### src/rtl/diff_bbox_detect_pkg.sv
// Shared constants and types for the frame-difference bounding-box blocks.
package diff_pkg;

    localparam int IMG_W_DEF   = 640;
    localparam int IMG_H_DEF   = 480;
    localparam int MIN_PIX_DEF = 16;
    localparam int COORD_W     = 11;
    localparam int FG_BIT      = 7;
    localparam int CNT_W       = 20;

    typedef enum logic [1:0] {
        IDLE   = 2'd0,
        ACTIVE = 2'd1,
        LATCH  = 2'd2
    } state_t;

endpackage

### src/rtl/diff_bbox_detect_sync_edge_det.sv
// Registers vsync/href once and flags the frame-start and line-end edges.
module sync_edge_det (
    input  logic clk,
    input  logic rst,
    input  logic vsync,
    input  logic href,
    output logic vs_rise,
    output logic hs_fall
);

    logic vsync_d;
    logic href_d;

    // NOTE: clocked state uses <= so every flop samples pre-edge values regardless of statement order.
    always_ff @(posedge clk or posedge rst) begin
        if (rst) begin
            vsync_d <= 1'b0;
            href_d  <= 1'b0;
        end else begin
            vsync_d <= vsync;
            href_d  <= href;
        end
    end

    assign vs_rise = vsync & ~vsync_d;
    assign hs_fall = ~href & href_d;

endmodule

### src/rtl/diff_bbox_detect.sv
// Per-frame foreground bounding box and pixel count, latched at each vsync rise.
// Optional rectangle overlay output stream enabled by DIFF_BBOX_OVERLAY_EN.
module diff_bbox_detect
    import diff_pkg::*;
#(
    parameter int IMG_W   = IMG_W_DEF,
    parameter int IMG_H   = IMG_H_DEF,
    parameter int MIN_PIX = MIN_PIX_DEF,
    parameter int CW      = COORD_W
) (
    input  logic             clk,
    input  logic             rst,
    input  logic             per_frame_vsync,
    input  logic             per_frame_href,
    input  logic             per_frame_clken,
    input  logic [7:0]       per_img_Bit,
    output logic             post_box_valid,
    output logic [CW-1:0]    box_x_min,
    output logic [CW-1:0]    box_x_max,
    output logic [CW-1:0]    box_y_min,
    output logic [CW-1:0]    box_y_max,
    output logic             box_found,
    output logic [CNT_W-1:0] pix_count
`ifdef DIFF_BBOX_OVERLAY_EN
    ,
    output logic             ovl_frame_vsync,
    output logic             ovl_frame_href,
    output logic             ovl_frame_clken,
    output logic [7:0]       ovl_img
`endif
);

    localparam logic [CW-1:0]    X_LIM   = CW'(IMG_W);
    localparam logic [CW-1:0]    Y_LIM   = CW'(IMG_H);
    localparam logic [CNT_W-1:0] MIN_CNT = CNT_W'(MIN_PIX);
    localparam logic [CNT_W-1:0] CNT_MAX = '1;

    logic vs_rise;
    logic hs_fall;

    sync_edge_det u_sync (
        .clk     (clk),
        .rst     (rst),
        .vsync   (per_frame_vsync),
        .href    (per_frame_href),
        .vs_rise (vs_rise),
        .hs_fall (hs_fall)
    );

    logic [CW-1:0] x_cnt;
    logic [CW-1:0] y_cnt;
    logic          pix_en;
    logic          fg_hit;

    assign pix_en = per_frame_clken & per_frame_href;
    assign fg_hit = pix_en & per_img_Bit[FG_BIT] & (x_cnt < X_LIM) & (y_cnt < Y_LIM);

    // Counters saturate at the limit so stray long lines or extra lines stay out of range.
    always_ff @(posedge clk or posedge rst) begin
        if (rst) begin
            x_cnt <= '0;
            y_cnt <= '0;
        end else begin
            if (hs_fall || vs_rise)
                x_cnt <= '0;
            else if (pix_en && x_cnt != X_LIM)
                x_cnt <= x_cnt + 1'b1;

            if (vs_rise)
                y_cnt <= '0;
            else if (hs_fall && y_cnt != Y_LIM)
                y_cnt <= y_cnt + 1'b1;
        end
    end

    state_t            state;
    logic              acc_clr;
    logic [CW-1:0]     acc_x_min, acc_x_max, acc_y_min, acc_y_max;
    logic [CNT_W-1:0]  acc_cnt;
    logic [CW-1:0]     nx_x_min, nx_x_max, nx_y_min, nx_y_max;
    logic [CNT_W-1:0]  nx_cnt;

    // Clear first, then fold in the current pixel, so a pixel on the LATCH cycle opens the new frame.
    // NOTE: every always_comb output gets a default up front so no path can infer a latch.
    always_comb begin
        acc_clr  = (state == LATCH) || (state == IDLE && vs_rise);
        nx_x_min = acc_clr ? '1 : acc_x_min;
        nx_x_max = acc_clr ? '0 : acc_x_max;
        nx_y_min = acc_clr ? '1 : acc_y_min;
        nx_y_max = acc_clr ? '0 : acc_y_max;
        nx_cnt   = acc_clr ? '0 : acc_cnt;
        if (fg_hit) begin
            if (x_cnt < nx_x_min) nx_x_min = x_cnt;
            if (x_cnt > nx_x_max) nx_x_max = x_cnt;
            if (y_cnt < nx_y_min) nx_y_min = y_cnt;
            if (y_cnt > nx_y_max) nx_y_max = y_cnt;
            if (nx_cnt != CNT_MAX) nx_cnt = nx_cnt + 1'b1;
        end
    end

    // NOTE: accumulators are plain registers, so they take the async reset like any other state.
    always_ff @(posedge clk or posedge rst) begin
        if (rst) begin
            acc_x_min <= '1;
            acc_x_max <= '0;
            acc_y_min <= '1;
            acc_y_max <= '0;
            acc_cnt   <= '0;
        end else begin
            acc_x_min <= nx_x_min;
            acc_x_max <= nx_x_max;
            acc_y_min <= nx_y_min;
            acc_y_max <= nx_y_max;
            acc_cnt   <= nx_cnt;
        end
    end

    always_ff @(posedge clk or posedge rst) begin
        if (rst) begin
            state          <= IDLE;
            post_box_valid <= 1'b0;
            box_x_min      <= '0;
            box_x_max      <= '0;
            box_y_min      <= '0;
            box_y_max      <= '0;
            box_found      <= 1'b0;
            pix_count      <= '0;
        end else begin
            post_box_valid <= 1'b0;
            case (state)
                IDLE:   if (vs_rise) state <= ACTIVE;
                ACTIVE: if (vs_rise) state <= LATCH;
                LATCH: begin
                    state          <= ACTIVE;
                    post_box_valid <= 1'b1;
                    box_found      <= (acc_cnt >= MIN_CNT);
                    pix_count      <= acc_cnt;
                    // An empty frame reports a zero box instead of the all-ones clear value.
                    if (acc_cnt == '0) begin
                        box_x_min <= '0;
                        box_x_max <= '0;
                        box_y_min <= '0;
                        box_y_max <= '0;
                    end else begin
                        box_x_min <= acc_x_min;
                        box_x_max <= acc_x_max;
                        box_y_min <= acc_y_min;
                        box_y_max <= acc_y_max;
                    end
                end
                default: state <= IDLE;
            endcase
        end
    end

`ifdef DIFF_BBOX_OVERLAY_EN
    logic on_v_edge;
    logic on_h_edge;

    assign on_v_edge = (x_cnt == box_x_min || x_cnt == box_x_max)
                       && y_cnt >= box_y_min && y_cnt <= box_y_max;
    assign on_h_edge = (y_cnt == box_y_min || y_cnt == box_y_max)
                       && x_cnt >= box_x_min && x_cnt <= box_x_max;

    always_ff @(posedge clk or posedge rst) begin
        if (rst) begin
            ovl_frame_vsync <= 1'b0;
            ovl_frame_href  <= 1'b0;
            ovl_frame_clken <= 1'b0;
            ovl_img         <= 8'd0;
        end else begin
            ovl_frame_vsync <= per_frame_vsync;
            ovl_frame_href  <= per_frame_href;
            ovl_frame_clken <= per_frame_clken;
            ovl_img         <= (pix_en && box_found && (on_v_edge || on_h_edge))
                               ? 8'd128 : per_img_Bit;
        end
    end
`endif

endmodule

### config.mk
export PLATFORM = sky130hd
export DESIGN_NAME = diff_bbox_detect
export DESIGN_NICKNAME = d
export VERILOG_FILES = /design/src/rtl/diff_bbox_detect_pkg.sv /design/src/rtl/diff_bbox_detect_sync_edge_det.sv /design/src/rtl/diff_bbox_detect.sv
export SDC_FILE = /design/constraint.sdc
export NUM_CORES = 1
export LEC_CHECK = 0
export ABC_AREA = 0
export ABC_CLOCK_PERIOD_IN_PS = 10450
export CORE_MARGIN = 2
export CORE_UTILIZATION = 55
export DETAILED_ROUTE_END_ITERATION = 6
export GPL_ROUTABILITY_DRIVEN = 0
export PLACE_DENSITY = 0.78
export SLEW_MARGIN = 10
export SYNTH_ARGS = -nofsm -noshare
export SYNTH_HDL_FRONTEND = slang
export SYNTH_SLANG_ARGS = --single-unit
### constraint.sdc
create_clock -name clk -period 10.45 [get_ports clk]
set_input_delay 1.5675 -clock clk [delete_from_list [all_inputs] [get_ports clk]]
set_output_delay 1.5675 -clock clk [all_outputs]
set_load 0.03 [all_outputs]
==> impl_results.md, run 1 <==
* Status: finished, final reports clean
* Hold Fails Final Rpt at 0
* Post-synthesis adder-cell area fraction at between 7 and 8%
* Post-Synth XOR/XNOR Area at ~4%
* Hold buffers post-CTS at 0
* Final critical path time including I/O delays and setup at ~5.1 ns
* Multiplexer area fraction after synthesis at ~5.4%
* Synth Area in Simple Gates at 17.4%
* Actual slew at the worst max-slew pin at 1.25 ns
* VDD IR max at approximately 150 uV
* Non-Filler Instances at ~950
* CTS tree: done
* Setup Viol. Count Final at 0
* Setup bufs post-CTS at 0
* Clock transition at path regs at approximately 0.060 ns
* Synth-to-Final Area Change at 18.8%
* R2R Setup Slk at around 6.7 ns
* Die span in x at 121 um
* Worst Path Buf+Inv at 1
* Post-synth top area cell: dfrtp_1
* Yosys reg bits at about 160
* GRT Util Overall at between 20% and 30%
* Largest cells by area after synthesis: dfrtp_1 (45%), ha_1 (7.8%), dfstp_2 (7.7%)
* Largest net degree at the start of global routing at 80
* Mapped cell area at between 7000 and 8000 um2
* Clock skew at about 0.0081 ns
* Fillers at approximately 990
* Vias in the first global route at 5632
* Crit path kind: in -> reg
* ANT cells at 0
* CP arrival at roughly 5.4 ns
* Max stage delay cell, worst path: a21oi_4
* Initial DRC Count at between 400 and 500
* Share of the synthesized area in the top cell type at roughly 45%
* Share of the clock period used by the worst path at between 40 and 50%
* # rows at 42
* Compound-Gate Fraction of Synth Area at 10.1%
* DR WL/cell at 17.2 um
* Syn avg cell area at around 11 um2
* Cells after Synth at 696
* Cell variety after synth at 59
* Post-CTS sizing at 0
* Sequential cell area at around 3900 um2
* Die Span Y at about 120 um
* Final core utilization at between 60% and 70%
* Pwr Density at a little over 200 nW/um2
* RSZ-0062 raised after global routing: no
* Starting Density at 56.4%
* First-pass GRT wire length at 27.7 mm
* Post-Place Cells at between 900 and 1000
* CTS root buf: clkbuf_16
* Worst-skew pair later-pin latency at between 0.4 and 0.5 ns
* Sequential-to-total area share from yosys stat at 52.5%
* Crit. End Element: register
* Yosys warnings at 0
* CP cell instances: clkdlybuf4s50_1 -> nand2b_4 -> a21oi_4 -> nor2_1 -> ha_1 -> a21o_1 -> nand3_1 -> a21oi_1 -> a2111oi_0 -> nand3_1 -> mux2i_1
* Via count at between 5000 and 6000
* Min-delay worst type: reg -> reg
* Antenna violations before repair at 0
* First-pass DRT Iterations at 5
* Ports at 79
* CP peak stage delay at ~0.84 ns
* Antenna violation net count after detailed routing at 0
* Layout cell share with drive strength beyond 1 at a little over a tenth
* Most used cell, CP: nand3_1
* # Max-Cap Violations at 0
* EDFF count, synth at 0
* Wirelength, routed at between 15 and 20 mm
* Final net count at 822
* Pins Over Slew Limit at 0
* Slew headroom at 16.8%
* Crit Path Max Fanout at 36
* Residual DRC at 0
* Vias/cell at 5.79
* Pleak at about 4.2 nW
* Main combinational cell family by area after synthesis: simple AND/OR/NAND/NOR gates
* Grt ovf at 0
* Mapped Nets at approximately 760
* Async SR Flop Fraction at 100%
* Multi-input gate area at 3370 um2
* CP top delay family: compound AO/OA/AOI/OAI gates
* Sinks on Clock Net at 156
* Max clock buf depth at 2
* Setup TNS at 0 ns
* Upper clock frequency limit at around 200 MHz
* IO buf count at slightly above 70
* Die ar. at 14600 um2
* CP startpoint kind: primary input
* CP required at roughly 11 ns
* Cts bufs inserted at 17
* Final HPWL DP at 11.1 mm
* H-tree depth at 4
* Core area at 13300 um2
* Main flop type after synthesis: dfrtp_1
## final cells by class
class,count,area share [%]
clock buffers,22,5.44
repair buffers,75,8.32
multi-input cells,488,37.8
clock inverters,10,0.731
well taps,176,2.47
flip-flops and latches,156,44.1
inverters,24,1.07
## registers in the layout, indices dropped and copies added, names as in the netlist, 11 cells and up
register   flops
acc_cnt       20
acc_x_max     11
acc_x_min     11
acc_y_max     11
acc_y_min     11
box_x_max     11
box_x_min     11
box_y_max     11
box_y_min     11
pix_count     20
x_cnt         11
y_cnt         11
## cells in the final DEF, fill, tap and decap left out, types with 2 or more instances in the layout
cell type / Yosys / layout
nand4_1: 20 / 20
a31o_2: 2 / 2
buf_4: 1 / 4
nor3_1: 4 / 4
inv_1: 24 / 23
clkinvlp_4: 0 / 3
mux2i_1: 37 / 37
nand3_1: 17 / 17
dfrtp_1: 134 / 134
nand2_1: 107 / 107
nor2b_1: 3 / 3
clkinv_2: 0 / 5
xor2_1: 16 / 16
clkbuf_8: 0 / 4
a21oi_4: 1 / 2
a211oi_1: 4 / 4
o21ai_0: 12 / 12
and3_1: 9 / 9
inv_6: 0 / 2
or3_1: 3 / 3
xnor2_1: 18 / 18
a21oi_1: 24 / 23
a22o_1: 44 / 44
nor2_1: 66 / 66
a31oi_1: 2 / 2
clkbuf_16: 0 / 17
and2_1: 5 / 5
a21o_1: 4 / 4
dfstp_2: 22 / 22
clkdlybuf4s50_1: 0 / 71
nor4_1: 9 / 9
and4_1: 3 / 3
ha_1: 47 / 47
nand2b_1: 3 / 2
nor3_2: 2 / 2
## tightest hold or removal path, stage by stage (launching register included)
cell and delay, ns:
dfrtp_1 0.34, nand2_1 0.05, nand2_1 0.05
## logic make-up (layout without fill, tap and decap cells)
kind of cell | Yosys count | in the layout
xor+xnor | 34 | 34
flops | 156 | 156
buf+inv | 52 | 131
fa+ha+maj | 47 | 47
compound gates | 101 | 101
simple gates | 266 | 266
mux | 40 | 40
## synth_stat cells (16+ instances only)
cell      number
dfrtp_1      134
nand2_1      107
nor2_1        66
ha_1          47
a22o_1        44
mux2i_1       37
a21oi_1       24
inv_1         24
dfstp_2       22
nand4_1       20
clkbuf_1      18
xnor2_1       18
nand3_1       17
xor2_1        16
## final timing paths
path,startpoint,to,depth (start not counted)
hold / removal,pix_count[17],pix_count[17],2
setup reg to reg,u_sync.vsync_d,acc_x_min[3],10
max in group asynchronous,rst,box_x_min[10],3
min in group asynchronous,rst,box_found,2
hold reg to reg,pix_count[17],pix_count[17],2
setup / recovery,per_frame_vsync,acc_x_min[3],11
## metal layers
layer  wire (um)  global-route usage (%)
met1        7570                    32.5
met5           0                       0
met4         317                    8.79
met3         621                    5.14
met2        7850                    39.3
## power breakdown
part           switching [W]  internal, W
logic               0.000271     0.000184
registers          0.0000635     0.000725
clock network       0.000239     0.000327
total               0.000573      0.00124
## stage by stage
stage	total power (W)	setup WS, ns	hold slack [ns]	instance area (um2)
after floorplan	0.00109	4.71	0.458	7490
after global placement	0.00123	5.14	0.457	8360
after detailed placement	0.00125	5.01	0.466	8360
after CTS	0.00182	5.42	0.480	8900
after global routing	0.00190	5.10	0.506	8900
final	0.00181	5.38	0.478	8900
No activity file was read; power rests on OpenSTA's default activity.
==> run 2, diff against run 1 <==
--- a/config.mk
+++ b/config.mk
@@ -6,7 +6,7 @@
 export NUM_CORES = 1
 export LEC_CHECK = 0
 export ABC_AREA = 0
-export ABC_CLOCK_PERIOD_IN_PS = 10450
+export ABC_CLOCK_PERIOD_IN_PS = 4900
 export CORE_MARGIN = 2
 export CORE_UTILIZATION = 55
 export DETAILED_ROUTE_END_ITERATION = 6
==> constraint.sdc (replaced) <==
create_clock -name clk -period 4.9 [get_ports clk]
set_input_delay 0.735 -clock clk [delete_from_list [all_inputs] [get_ports clk]]
set_output_delay 0.735 -clock clk [all_outputs]
set_load 0.03 [all_outputs]
==> impl_results.md, run 2 (synthesized netlist as in run 1, its figures left out) <==
* Hold_sp: pix_count[8]
* Layout cell share with drive strength beyond 1 at 11.1% (+0.34 points)
* Final WS setup at 1.07 ns (-4.31 ns)
* First-pass GRT wire length at 28.4 mm (+2.6%)
* Max clock buf depth at 2 (unchanged)
* Crit path kind: in -> reg
* Die Span Y at 121 um (unchanged)
* Worst R2R Path Depth at 10 (unchanged)
* Biggest registers after layout: acc_cnt: 20 flops, pix_count: 20 flops
* Pwr Density at 442 nW/um2 (+120%)
* Final HPWL DP at 11.3 mm (+1.6%)
* Residual DRC at 0 (unchanged)
* Starting Density at 56.4% (unchanged)
* Hold buffers post-CTS at 0 (unchanged)
* First-pass DRT Iterations at 5 (unchanged)
* CP startpoint kind: primary input
* Cts bufs inserted at 17 (unchanged)
* Fillers at 941 (-4.5%)
* Most frequent cells in the layout: dfrtp_1 (134), nand2_1 (107), clkdlybuf4s50_1 (71)
* Core area at 13300 um2 (unchanged)
* Largest net degree at the start of global routing at 127 (+59%)
* Status: finished, final reports clean
* Final net count at 825 (+0.36%)
* # Max-Cap Violations at 0 (unchanged)
* GRT Util Overall at 24.7% (+0.43 points)
* Vias in the first global route at 5836 (+3.6%)
* Place WS at 0.669 ns (-4.34 ns)
* Worst-skew pair later-pin latency at 0.43 ns (about the same)
* Final core utilization at 67.7% (+0.70 points)
* Pleak at 4.28 nW (+0.98%)
* CTS tree: done
* CP required at 5.21 ns (-5.58 ns)
* Cell Area, Placed at 8380 um2 (+0.31%)
* Antenna violations before repair at 0 (unchanged)
* Clock transition at path regs at 0.06 ns (about the same)
* Ports at 79 (unchanged)
* Die ar. at 14600 um2 (unchanged)
* Initial DRC Count at 403 (-6.5%)
* Vias/cell at 5.85 (+0.97%)
* IO buf count at 71 (unchanged)
* ANT cells at 0 (unchanged)
* Die span in x at 121 um (unchanged)
* Setup bufs post-CTS at 0 (unchanged)
* RSZ-0062 raised after global routing: no
* Worst R2R End: acc_x_max[0]
* Slew headroom at 36.5% (+20 points)
* Share of the clock period used by the worst path at roughly 80%
* Antenna violation net count after detailed routing at 0 (unchanged)
* Setup TNS at 0 ns (unchanged)
* Reg2reg start: state[1]
* Final Cell Area at 9000 um2 (+1.0%)
* Hold endpoint: pix_count[8]
* DR WL/cell at 17.5 um (+1.6%)
* R2R Setup Slk at 1.48 ns (-5.17 ns)
* Upper clock frequency limit at ~260 MHz
* Commonest non-fill, non-tap cell in the layout: dfrtp_1
* Hold path cells at 2 (unchanged)
* Post-CTS sizing at 0 (unchanged)
* H-tree depth at 4 (unchanged)
* Crit. End Element: register
* Final critical path time including I/O delays and setup at approximately 3.8 ns
* Grt ovf at 0 (unchanged)
* VDD IR max at 292 uV (+93%)
* Via count at 5582 (+1.3%)
* # rows at 42 (unchanged)
* CTS root buf: clkbuf_16
* Actual slew at the worst max-slew pin at 0.951 ns (-0.294 ns)
* Min Hold Slack at 0.477 ns (-0.00109 ns)
* Sinks on Clock Net at 156 (unchanged)
* Crit Path Max Fanout at 24 (-33%)
* Pins Over Slew Limit at 0 (unchanged)
* Setup Viol. Count Final at 0 (unchanged)
* Min-delay worst type: reg -> reg
* CP arrival at 4.13 ns (-1.27 ns)
* Wirelength, routed at 16.7 mm (+1.9%)
* Hold Fails Final Rpt at 0 (unchanged)
* Synth-to-Final Area Change at 20.1%
* Clock skew at 0.00945 ns (+0.00136 ns)
[run 2: area by class of cell]
class | instances | area, um2 | share of cell area, %
Tap cell | 176 | 220 | 2.45
Sequential cell | 156 | 3930 | 43.7
Inverter | 24 | 93.8 | 1.04
Multi-Input combinational cell | 488 | 3370 | 37.4
Timing Repair Buffer | 78 | 796 | 8.84
Clock buffer | 21 | 470 | 5.23
Clock inverter | 11 | 118 | 1.31
[run 2: worst max-delay path by stage]
stage,startpoint,end,slack [ns],depth (start not counted)
after floorplan,per_frame_vsync,acc_x_max[0],1.51,13
after global placement,per_frame_vsync,acc_x_max[0],0.75,11
after detailed placement,per_frame_vsync,acc_x_max[0],0.67,11
after CTS,per_frame_vsync,acc_x_max[0],1.10,11
after global routing,per_frame_vsync,acc_x_max[0],0.87,11
final,per_frame_vsync,acc_x_max[0],1.07,11
[run 2: layer usage]
layer | global-route usage [%] | up-vias | share of wire, %
li1 | - | 2598 | -
met1 | 32.9 | 2770 | 45
met2 | 38.9 | 174 | 48
met3 | 5.19 | 40 | 4.7
met4 | 11.4 | 0 | 2.4
met5 | 0 | - | 0
[run 2: worst max-delay path, stage by stage]
cell	delay [ns]
clkdlybuf4s50_1	0.49
nand2b_4	0.14
a21o_1	0.67
nand2_1	0.18
ha_1	0.36
a21oi_1	0.17
a21oi_1	0.11
a2111oi_2	0.40
nand2_1	0.08
and3_1	0.38
mux2_1	0.40
[run 2: where the power goes]
group          internal (W)  total (W)  switching [W]
Sequential          0.00155    0.00169       0.000142
Clock              0.000786    0.00130       0.000513
Combinational      0.000401   0.000986       0.000585
[run 2: metrics by stage]
step,cells,total power [W]
finish,954,0.00397
global route,954,0.00416
CTS,953,0.00399
detailed placement,921,0.00268
global placement,921,0.00263
floorplan,696,0.00232
